===== config.mk =====
export PLATFORM = sky130hd
export DESIGN_NAME = miner_core_sequencer
export DESIGN_NICKNAME = d
export VERILOG_FILES = /design/src/rtl/miner_core_pkg.sv /design/src/rtl/miner_core_phase_timer.sv /design/src/rtl/miner_core_sequencer.sv
export SDC_FILE = /design/constraint.sdc
export NUM_CORES = 1
export LEC_CHECK = 0
export BUFFER_PORTS_ARGS = -buffer_cell sky130_fd_sc_hd__buf_2
export CORE_UTILIZATION = 41
export DETAILED_ROUTE_END_ITERATION = 8
export GPL_ROUTABILITY_DRIVEN = 0
export SLEW_MARGIN = 20
export SYNTH_ARGS = -nofsm -noshare
export SYNTH_HDL_FRONTEND = slang
export SYNTH_SLANG_ARGS = --single-unit

===== constraint.sdc =====
create_clock -name clk -period 6.1 [get_ports clk]
set_input_delay 0.305 -clock clk [delete_from_list [all_inputs] [get_ports clk]]
set_output_delay 0.305 -clock clk [all_outputs]
set_load 0.03 [all_outputs]

===== src/rtl/miner_core_pkg.sv =====
// miner_core_pkg: shared state type and default phase lengths for the miner core sequencer
package miner_core_pkg;
  typedef enum logic [2:0] {IDLE, MSA, COMP, ADD, CHECK} seq_state_t;
  localparam int MSA_CYCLES_DEF = 48;
  localparam int COMP_CYCLES_DEF = 64;
endpackage


===== src/rtl/miner_core_phase_timer.sv =====
// miner_core_phase_timer: phase round counter wrapping at i_limit
//   i_clr  : synchronous clear (wins over everything but rst)
//   i_hold : freeze the count this cycle
//   i_en   : count while a phase is active
//   i_limit: terminal count (phase length - 1)
//   o_cnt  : current round index
//   o_last : o_cnt is at the terminal count (phase ends this cycle)
module miner_core_phase_timer
  import miner_core_pkg::*;
#(
  parameter int RND_W = 7
) (
  input  logic             clk,
  input  logic             rst,
  input  logic             i_clr,
  input  logic             i_hold,
  input  logic             i_en,
  input  logic [RND_W-1:0] i_limit,
  output logic [RND_W-1:0] o_cnt,
  output logic             o_last
);
  logic [RND_W-1:0] r_cnt;
  assign o_cnt  = r_cnt;
  assign o_last = r_cnt == i_limit;
  always_ff @(posedge clk or posedge rst)
    if (rst) r_cnt <= '0;
    else if (i_clr) r_cnt <= '0;
    else if (i_en && !i_hold) r_cnt <= o_last ? '0 : r_cnt + 1'b1;
endmodule


===== src/rtl/miner_core_sequencer.sv =====
// miner_core_sequencer: multi-pass hash sequencer sweeping a nonce range
//   in : start, abort, stall, nonce_base, nonce_cnt, hit
//   out: msa_en, comp_en, add_en (Moore enables), round_idx, pass_idx, nonce,
//        busy, done (1-cycle pulse), found (valid with done)
//   MINER_CORE_SEQ_CYCLE_CNT_EN adds a saturating 32-bit cycle_cnt output.
module miner_core_sequencer
  import miner_core_pkg::*;
#(
  parameter int NUM_PASSES  = 3,
  parameter int MSA_CYCLES  = MSA_CYCLES_DEF,
  parameter int COMP_CYCLES = COMP_CYCLES_DEF,
  parameter int NONCE_W     = 32,
  parameter int RND_W       = 7
) (
  input  logic                              clk,
  input  logic                              rst,
  input  logic                              start,
  input  logic                              abort,
  input  logic                              stall,
  input  logic [NONCE_W-1:0]                nonce_base,
  input  logic [NONCE_W-1:0]                nonce_cnt,
  input  logic                              hit,
  output logic                              msa_en,
  output logic                              comp_en,
  output logic                              add_en,
  output logic [RND_W-1:0]                  round_idx,
  output logic [$clog2(NUM_PASSES+1)-1:0]   pass_idx,
  output logic [NONCE_W-1:0]                nonce,
  output logic                              busy,
  output logic                              done,
  output logic                              found
`ifdef MINER_CORE_SEQ_CYCLE_CNT_EN
  ,
  output logic [31:0]                       cycle_cnt
`endif
);
  localparam int PW = $clog2(NUM_PASSES + 1);
  seq_state_t r_state, w_next;
  logic [PW-1:0] r_pass;
  logic [NONCE_W-1:0] r_nonce, r_rem;
  logic r_done, r_found;
  logic w_abort, w_last, w_done, w_found;
  logic [RND_W-1:0] w_round;
  assign w_abort = abort && r_state != IDLE;
  miner_core_phase_timer #(.RND_W(RND_W)) u_timer (
    .clk    (clk),
    .rst    (rst),
    .i_clr  (r_state == IDLE || w_abort),
    .i_hold (stall),
    .i_en   (r_state == MSA || r_state == COMP),
    .i_limit(r_state == MSA ? RND_W'(MSA_CYCLES - 1) : RND_W'(COMP_CYCLES - 1)),
    .o_cnt  (w_round),
    .o_last (w_last)
  );
  always_ff @(posedge clk or posedge rst)
    if (rst) r_state <= IDLE;
    else r_state <= w_next;
  always_comb begin
    w_next  = r_state;
    w_done  = 1'b0;
    w_found = 1'b0;
    msa_en  = r_state == MSA;
    comp_en = r_state == COMP;
    add_en  = r_state == ADD;
    busy    = r_state != IDLE;
    if (r_state == IDLE) w_next = start ? MSA : IDLE;
    else if (abort) begin
      w_next = IDLE;
      w_done = 1'b1;
    end else if (!stall)
      case (r_state)
        MSA:     w_next = w_last ? COMP : MSA;
        COMP:    w_next = !w_last ? COMP : r_pass == PW'(NUM_PASSES - 1) ? CHECK : ADD;
        ADD:     w_next = MSA;
        CHECK: begin
          w_done  = hit || r_rem == '0;
          w_found = hit;
          w_next  = w_done ? IDLE : MSA;
        end
        default: w_next = IDLE;
      endcase
  end
  always_ff @(posedge clk or posedge rst)
    if (rst) begin
      r_pass  <= '0;
      r_nonce <= '0;
      r_rem   <= '0;
      r_done  <= 1'b0;
      r_found <= 1'b0;
    end else begin
      r_done  <= w_done;
      r_found <= w_found;
      if (r_state == IDLE && start) begin
        r_nonce <= nonce_base;
        r_rem   <= nonce_cnt == '0 ? '0 : nonce_cnt - 1'b1;
        r_pass  <= '0;
      end else if (!stall && !w_abort) begin
        if (r_state == ADD) r_pass <= r_pass + 1'b1;
        if (r_state == CHECK && !w_done) begin
          r_nonce <= r_nonce + 1'b1;
          r_rem   <= r_rem - 1'b1;
          r_pass  <= '0;
        end
      end
    end
  assign round_idx = w_round;
  assign pass_idx  = r_pass;
  assign nonce     = r_nonce;
  assign done      = r_done;
  assign found     = r_found;
`ifdef MINER_CORE_SEQ_CYCLE_CNT_EN
  logic [31:0] r_cyc;
  always_ff @(posedge clk or posedge rst)
    if (rst) r_cyc <= '0;
    else if (r_state == IDLE && start) r_cyc <= '0;
    else if (busy && !stall && r_cyc != '1) r_cyc <= r_cyc + 1'b1;
  assign cycle_cnt = r_cyc;
`endif
endmodule


=== Word level (Yosys, flattened, before mapping) ===
Index checks and enable logic that the tools add are counted.
W data, S select, Z words.

* Register bits after elaboration: 78
* Latch bits: 0
* RAM bits: 0
* Bits in read-only memories: 0
* Bits of input ports: 70
* Output and inout bits: 47
* Word-level logic and storage cells: 72
* Memories: 0

* $add $sub $neg: 5
* $mul: 0
* Divide/modulo/power cells: 0
* $lt $le $gt $ge: 0
* Equality and inequality tests: 7
* Shifts and indexed selects: 0
* Mux-type cells: 32
* Bitwise gates (word level): 0
* Reduce and logical (&&, ||, !) cells: 21

{| class="wikitable"
|+ Operator list
! operator !! count
|-
| $mux W32 || 7
|-
| $logic_not A32 Y1 || 2
|-
| $sub A32 B1 Y32 const B || 2
|-
| $add A32 B1 Y32 const B || 1
|-
| $mux W7 || 3
|-
| $mux W3 || 5
|-
| $pmux W3 S4 || 1
|-
| $mux W1 || 10
|-
| $mux W2 || 5
|-
| $add A7 B1 Y7 const B || 1
|-
| $eq A7 B6 Y1 || 1
|-
| $eq A3 B2 Y1 const B || 2
|-
| $reduce_bool A2 Y1 || 3
|-
| $reduce_bool A3 Y1 || 2
|-
| $logic_and A1 B1 Y1 || 5
|-
| $mux W5 || 1
|-
| $reduce_and A2 Y1 || 2
|-
| $eq A3 B1 Y1 const B || 1
|-
| $eq A3 B3 Y1 const B || 1
|-
| $logic_not A1 Y1 || 3
|-
| $logic_not A3 Y1 || 1
|-
| $logic_or A1 B1 Y1 || 3
|-
| $ne A3 B2 Y1 const B || 1
|-
| $add A2 B1 Y2 const B || 1
|-
| $eq A2 B2 Y1 const B || 1
|}

=== Depth between registers and ports, before layout ===
* Depth in word-level cells: 11
* Gate-level depth with buffers: 10
* Mapped depth without buffers: 8

=== Modules after synthesis ===
A second synthesis with hierarchy kept.

* Cell total of the unflattened synthesis: 643
* Area total of the unflattened synthesis: 5390.2 µm²

{| class="wikitable"
|+ Modules (own cells, without submodules)
! module !! instances !! cells each !! area an instance (µm²) !! seq. area each (µm²)
|-
| miner_core_sequencer || 1 || 584 || 4838.4 || 1776.7
|-
| miner_core_phase_timer || 1 || 59 || 551.8 || 175.2
|}

=== Worst setup path before layout ===
No wires, ideal clock.

* Kind: reg-to-reg
* Start point: reg r_state[0]
* End point: reg u_timer.r_cnt[3] (netlist: u_timer.o_cnt[3])
* Data arrival time: 2613 ps
* Setup slack: 3340 ps
* Stages on the path, launching flop included: 6
* Period minus slack after synthesis: 2760 ps
* Path through: dfrtp_1 > clkbuf_1 > nor3b_1 > o21ai_0 > o311ai_0 > nor2_1

* Cells in the longest elaborated chain, start to end: 6
* Elaborated cells between the ends (all ways): 14

{| class="wikitable"
|+ RTL lines
! item !! line !! RTL
|-
| start, declared || miner_core_sequencer.sv:38 || <nowiki>seq_state_t r_state, w_next;</nowiki>
|-
| start signal, assigned || miner_core_sequencer.sv:57 || <nowiki>else r_state <= w_next;</nowiki>
|-
| $eq A3 B1 Y1 (*) || -- ||
|-
| named net msa_en || miner_core_sequencer.sv:23 || <nowiki>output logic msa_en,</nowiki>
|-
| $mux W5 || miner_core_sequencer.sv:51 || <nowiki>.i_limit(r_state == MSA ? RND_W'(MSA_CYCLES - 1) : RND_W'(COMP_CYCLES - 1)),</nowiki>
|-
| $eq A7 B6 Y1 || miner_core_phase_timer.sv:24 || <nowiki>assign o_last = r_cnt == i_limit;</nowiki>
|-
| $mux W7 (2 in a row) || miner_core_phase_timer.sv:28 || <nowiki>else if (i_en && !i_hold) r_cnt <= o_last ? '0 : r_cnt + 1'b1;</nowiki>
|-
| $mux W7 || miner_core_phase_timer.sv:27 || <nowiki>else if (i_clr) r_cnt <= '0;</nowiki>
|-
| end signal, assigned || miner_core_phase_timer.sv:28 ||
|-
| end, declared || miner_core_phase_timer.sv:22 || <nowiki>logic [RND_W-1:0] r_cnt;</nowiki>
|}

The timed path passes the listed nets; every way through them passes the cells marked *. The select of a mux whose other input is x is not followed.
A chain may end at the register's enable or synchronous reset.

=== Worst setup path in the final report ===
* Start point: reg r_rem[2]
* End point: reg r_rem[12]

* Cells in the longest elaborated chain, start to end: 10
* Elaborated cells between the ends (all ways): 14

{| class="wikitable"
|+ RTL lines
! item !! line !! RTL
|-
| start, declared || miner_core_sequencer.sv:40 || <nowiki>logic [NONCE_W-1:0] r_nonce, r_rem;</nowiki>
|-
| start signal, assigned || miner_core_sequencer.sv:95 || <nowiki>r_rem <= nonce_cnt == '0 ? '0 : nonce_cnt - 1'b1;</nowiki>
|-
| start signal, assigned || miner_core_sequencer.sv:101 || <nowiki>r_rem <= r_rem - 1'b1;</nowiki>
|-
| branches (longest 10 deep; another with $sub A32 B1 Y32) || -- ||
|}

Several ways; the timed one is not identified. The select of a mux whose other input is x is not followed.

==> results.yml <==
final_layout:
  finalNetCount: 802
  antennaDiodeCount: 0
  share_of_layout_cells_above_drive_strength_1_pct: 21.0
  num-fill-cells: 1261
  layout.cells.most_common_list: "116 x buf_2, 78 x dfrtp_1, 60 x nor2_1"
  mostFrequentLayoutCell: "buf_2"
  areaGrowthSynthToFinish_pct: 19.4
logic_synthesis:
  ys_ff_latch: 78
  synth-main-ff-cell: "dfrtp_1"
  yosys.area.top_type_share_pct: 36.9
  yosysSeqAreaShare_pct: 36.9
  post_synth_num_cell_types: 61
  synth_cell_area_um2: 5290
  synth_warnings: 0
  post_synth_inst_count: 625
  library_cell_with_the_largest_summed_area_after_synthesis: "dfrtp_1"
  postSynth.asyncResetShare_pct: 100
  synth-edff-count: 0
  postSynthNetCount: 701
  synth_area_per_cell_um2: 8.46
  synth.top_cells.by_area: "dfrtp_1 37%, xnor2_1 7.8%, nor2_1 4.3%"
grt:
  first_global_vias: 4781
  total_track_usage_pct: 23.4
  grt_start_max_net_pins: 79
  global_route_wire_length_before_repair_um: 24300
  grt-ovfl-total: 0
  antenna_found_initial: 0
timing:
  grt_setup_unrepaired: "no"
  drv_slew: 0
  worst-slew-pin-transition_ns: 0.982
  setup_viol_count_final: 0
  timing.slew.headroom_pct: 34.3
  fmaxAchievable_mhz: 316
  timing.final.crit_share_pct: 51.9
  final_hold_viol_count: 0
  timing.final.crit_period_ns: 3.17
  setup_slack_ns: 2.93
  fin_skew_ns: 0.00585
  final.setup.tns_ns: 0
place:
  io_buffer_count: 116
  post-place-ws_ns: 2.94
  detailed_place_hpwl_um: 11000
pwr:
  seqPwrFrac_pct: 41.3
  power_frac_comb_pct: 28.5
  cell_internal_power_uw: 1130
  netSwitchingFraction_pct: 36.4
  total_switching_power_uw: 643
  irDropWorstVdd_v: 0.000133
  leakage_uw: 0.00240
  cellPowerDensity_nw_per_um2: 280
  power_share_of_the_clock_group_pct: 30.1
worst_setup_path:
  setup_crit_end: "r_rem[12]"
  crit_chain: "nor4_1, nand2_1, nor4_4, o21ai_1, a32o_1"
  max_stage_delay_ns: 0.81
  timing.rr.start: "r_rem[2]"
  timing.rr.end: "r_rem[12]"
  critPathSlowestCell: "nor4_4"
  crit_family: "simple AND/OR/NAND/NOR gates"
  cp_max_fo: 11
  cp_data_arrival_time_ns: 3.39
  cp_data_required_time_ns: 6.32
  setup.reg_to_reg.worst_slack_ns: 2.93
  worst-path-stages: 5
  startpoint_type: "flip-flop"
  worstSetupStartpoint: "r_rem[2]"
  critPathBufInv: 0
  setup.worst_path.class: "flip-flop to flip-flop"
  r2r.worst_path.cells: 5
  critPathCaptureType: "flip-flop"
outcome:
  outcome: "complete, no violations"
clocking:
  cts_made_buffers: 9
  tritoncts: "yes"
  cts-resized-gates: 0
  cts_max_path_buffers: 2
  h_tree_level_count: 3
  postCtsHoldBufs: 0
  postCtsSetupBuffers: 0
  cts_num_sinks: 78
  clk_pin_slew_worst_paths_ns: 0.06
  ctsRootBufferMaster: "clkbuf_16"
  clk_latency_ns: 0.34
floorplanning:
  rows: 41
  die_width_um: 116
  core_region_area_um2: 12600
  die_area_um2: 13400
  die-height_um: 116
  initial_core_util_pct: 41.9
  num_io_pins: 117
detailed_routing:
  drt_wirelength_um: 15200
  detail-route-antenna-nets: 0
  drt_drc_violations_left: 0
  detail_route.first_pass.iterations: 5
  routed_wire_length_per_instance_um: 16.8
  vias: 5267
  drt-initial-drc-count: 425
  vias_per_cell: 5.84
hold_path:
  worst_hold_path_type: "primary input to async pin"
flow_run:
  maxCapViolCount: 0
## worst reg2reg max path, delay by kind of cell, from the launching register on
family          cells  cell delay (ns)
simple gates        3             1.87
flops               1             0.44
compound gates      2             0.74
## cell type report
cell class / count / area, um2 / share of cell area, %
repair buffers: 122 / 629 / 9.96
multi-input cells: 502 / 3190 / 50.4
inverters: 13 / 50.0 / 0.792
clock buffers: 14 / 254 / 4.02
well taps: 172 / 215 / 3.41
clock inverters: 1 / 30.0 / 0.475
flip-flops and latches: 78 / 1950 / 30.9
## metal layers
metal | track usage [%] | share of wire (%) | up-vias
met3 | 3.09 | 5.9 | 28
met4 | 10.3 | 2.4 | 0
met5 | 0 | 0 | -
met2 | 37.5 | 45 | 212
met1 | 31.7 | 47 | 2479
li1 | - | - | 2548
## Yosys cell counts, types with 3 or more instances
master,count
and3_1,7
xnor2_1,47
o211ai_1,7
o22ai_1,10
nor4b_1,4
o221ai_1,7
nand3_1,30
o21ai_1,13
nand4_1,27
buf_2,3
nand3b_1,3
o31ai_1,3
ha_1,6
a31oi_1,5
nor4_1,34
o21ai_0,16
a32o_1,3
nor3b_1,4
a21oi_1,25
clkbuf_1,29
nor3_1,31
mux2_2,3
inv_1,13
nand2_1,55
or2_2,3
or3_1,13
dfrtp_1,78
xor2_1,23
nor2_1,60
or4_1,19
## flip-flops by register name, summed over array words and instances, names as in the netlist
| register | cells |
|---|---|
| pass_idx | 2 |
| done | 1 |
| found | 1 |
| nonce | 32 |
| r_rem | 32 |
| r_state | 3 |
| u_timer.o_cnt | 7 |
## cells by family (layout without fill, tap and decap cells)
kind of cell             after synthesis  count (layout)  share of synthesized area (%)
XOR/XNOR                              70              70                           11.6
multiplexers                           6               6                           1.23
buffers and inverters                 45             150                           3.26
AO/OA/AOI/OAI                        109             109                           13.5
flip-flops                            78              78                           36.9
adder cells (fa/ha/maj)                7               7                           1.61
AND/OR/NAND/NOR                      310             310                           31.9
## worst min path at each step
stage | startpoint | to | slack [ns] | depth (start not counted)
after CTS | nonce_base[11] | nonce[11] | 0.16 | 3
after global placement | nonce_base[31] | nonce[31] | 0.51 | 3
after global routing | nonce_base[11] | nonce[11] | 0.17 | 3
after detailed placement | nonce_base[31] | nonce[31] | 0.51 | 3
final | rst | nonce[27] | 0.17 | 3
after floorplan | hit | found | 0.42 | 2
## power groups by stage
stage,clock network (uW),registers (uW),logic (uW)
after floorplan,0,803,267
after global placement,0,733,500
after detailed placement,0,738,504
after CTS,543,729,507
after global routing,566,747,555
final,533,731,505
## per-stage QoR
| step | std cells | hold WS [ns] | utilization (%) | power [uW] | area, um2 |
|---|---|---|---|---|---|
| 2_1_floorplan | 625 | 0.422 | - | 1070 | 5290 |
| 3_3_place_gp | 887 | 0.509 | 47.8 | 1230 | 6030 |
| 3_5_place_dp | 887 | 0.513 | 47.8 | 1240 | 6030 |
| 4_1_cts | 902 | 0.161 | 50.0 | 1780 | 6310 |
| 5_1_grt | 902 | 0.171 | 50.1 | 1870 | 6320 |
| 6_report | 902 | 0.165 | 50.1 | 1770 | 6320 |
(Power assumes the default switching activity.)
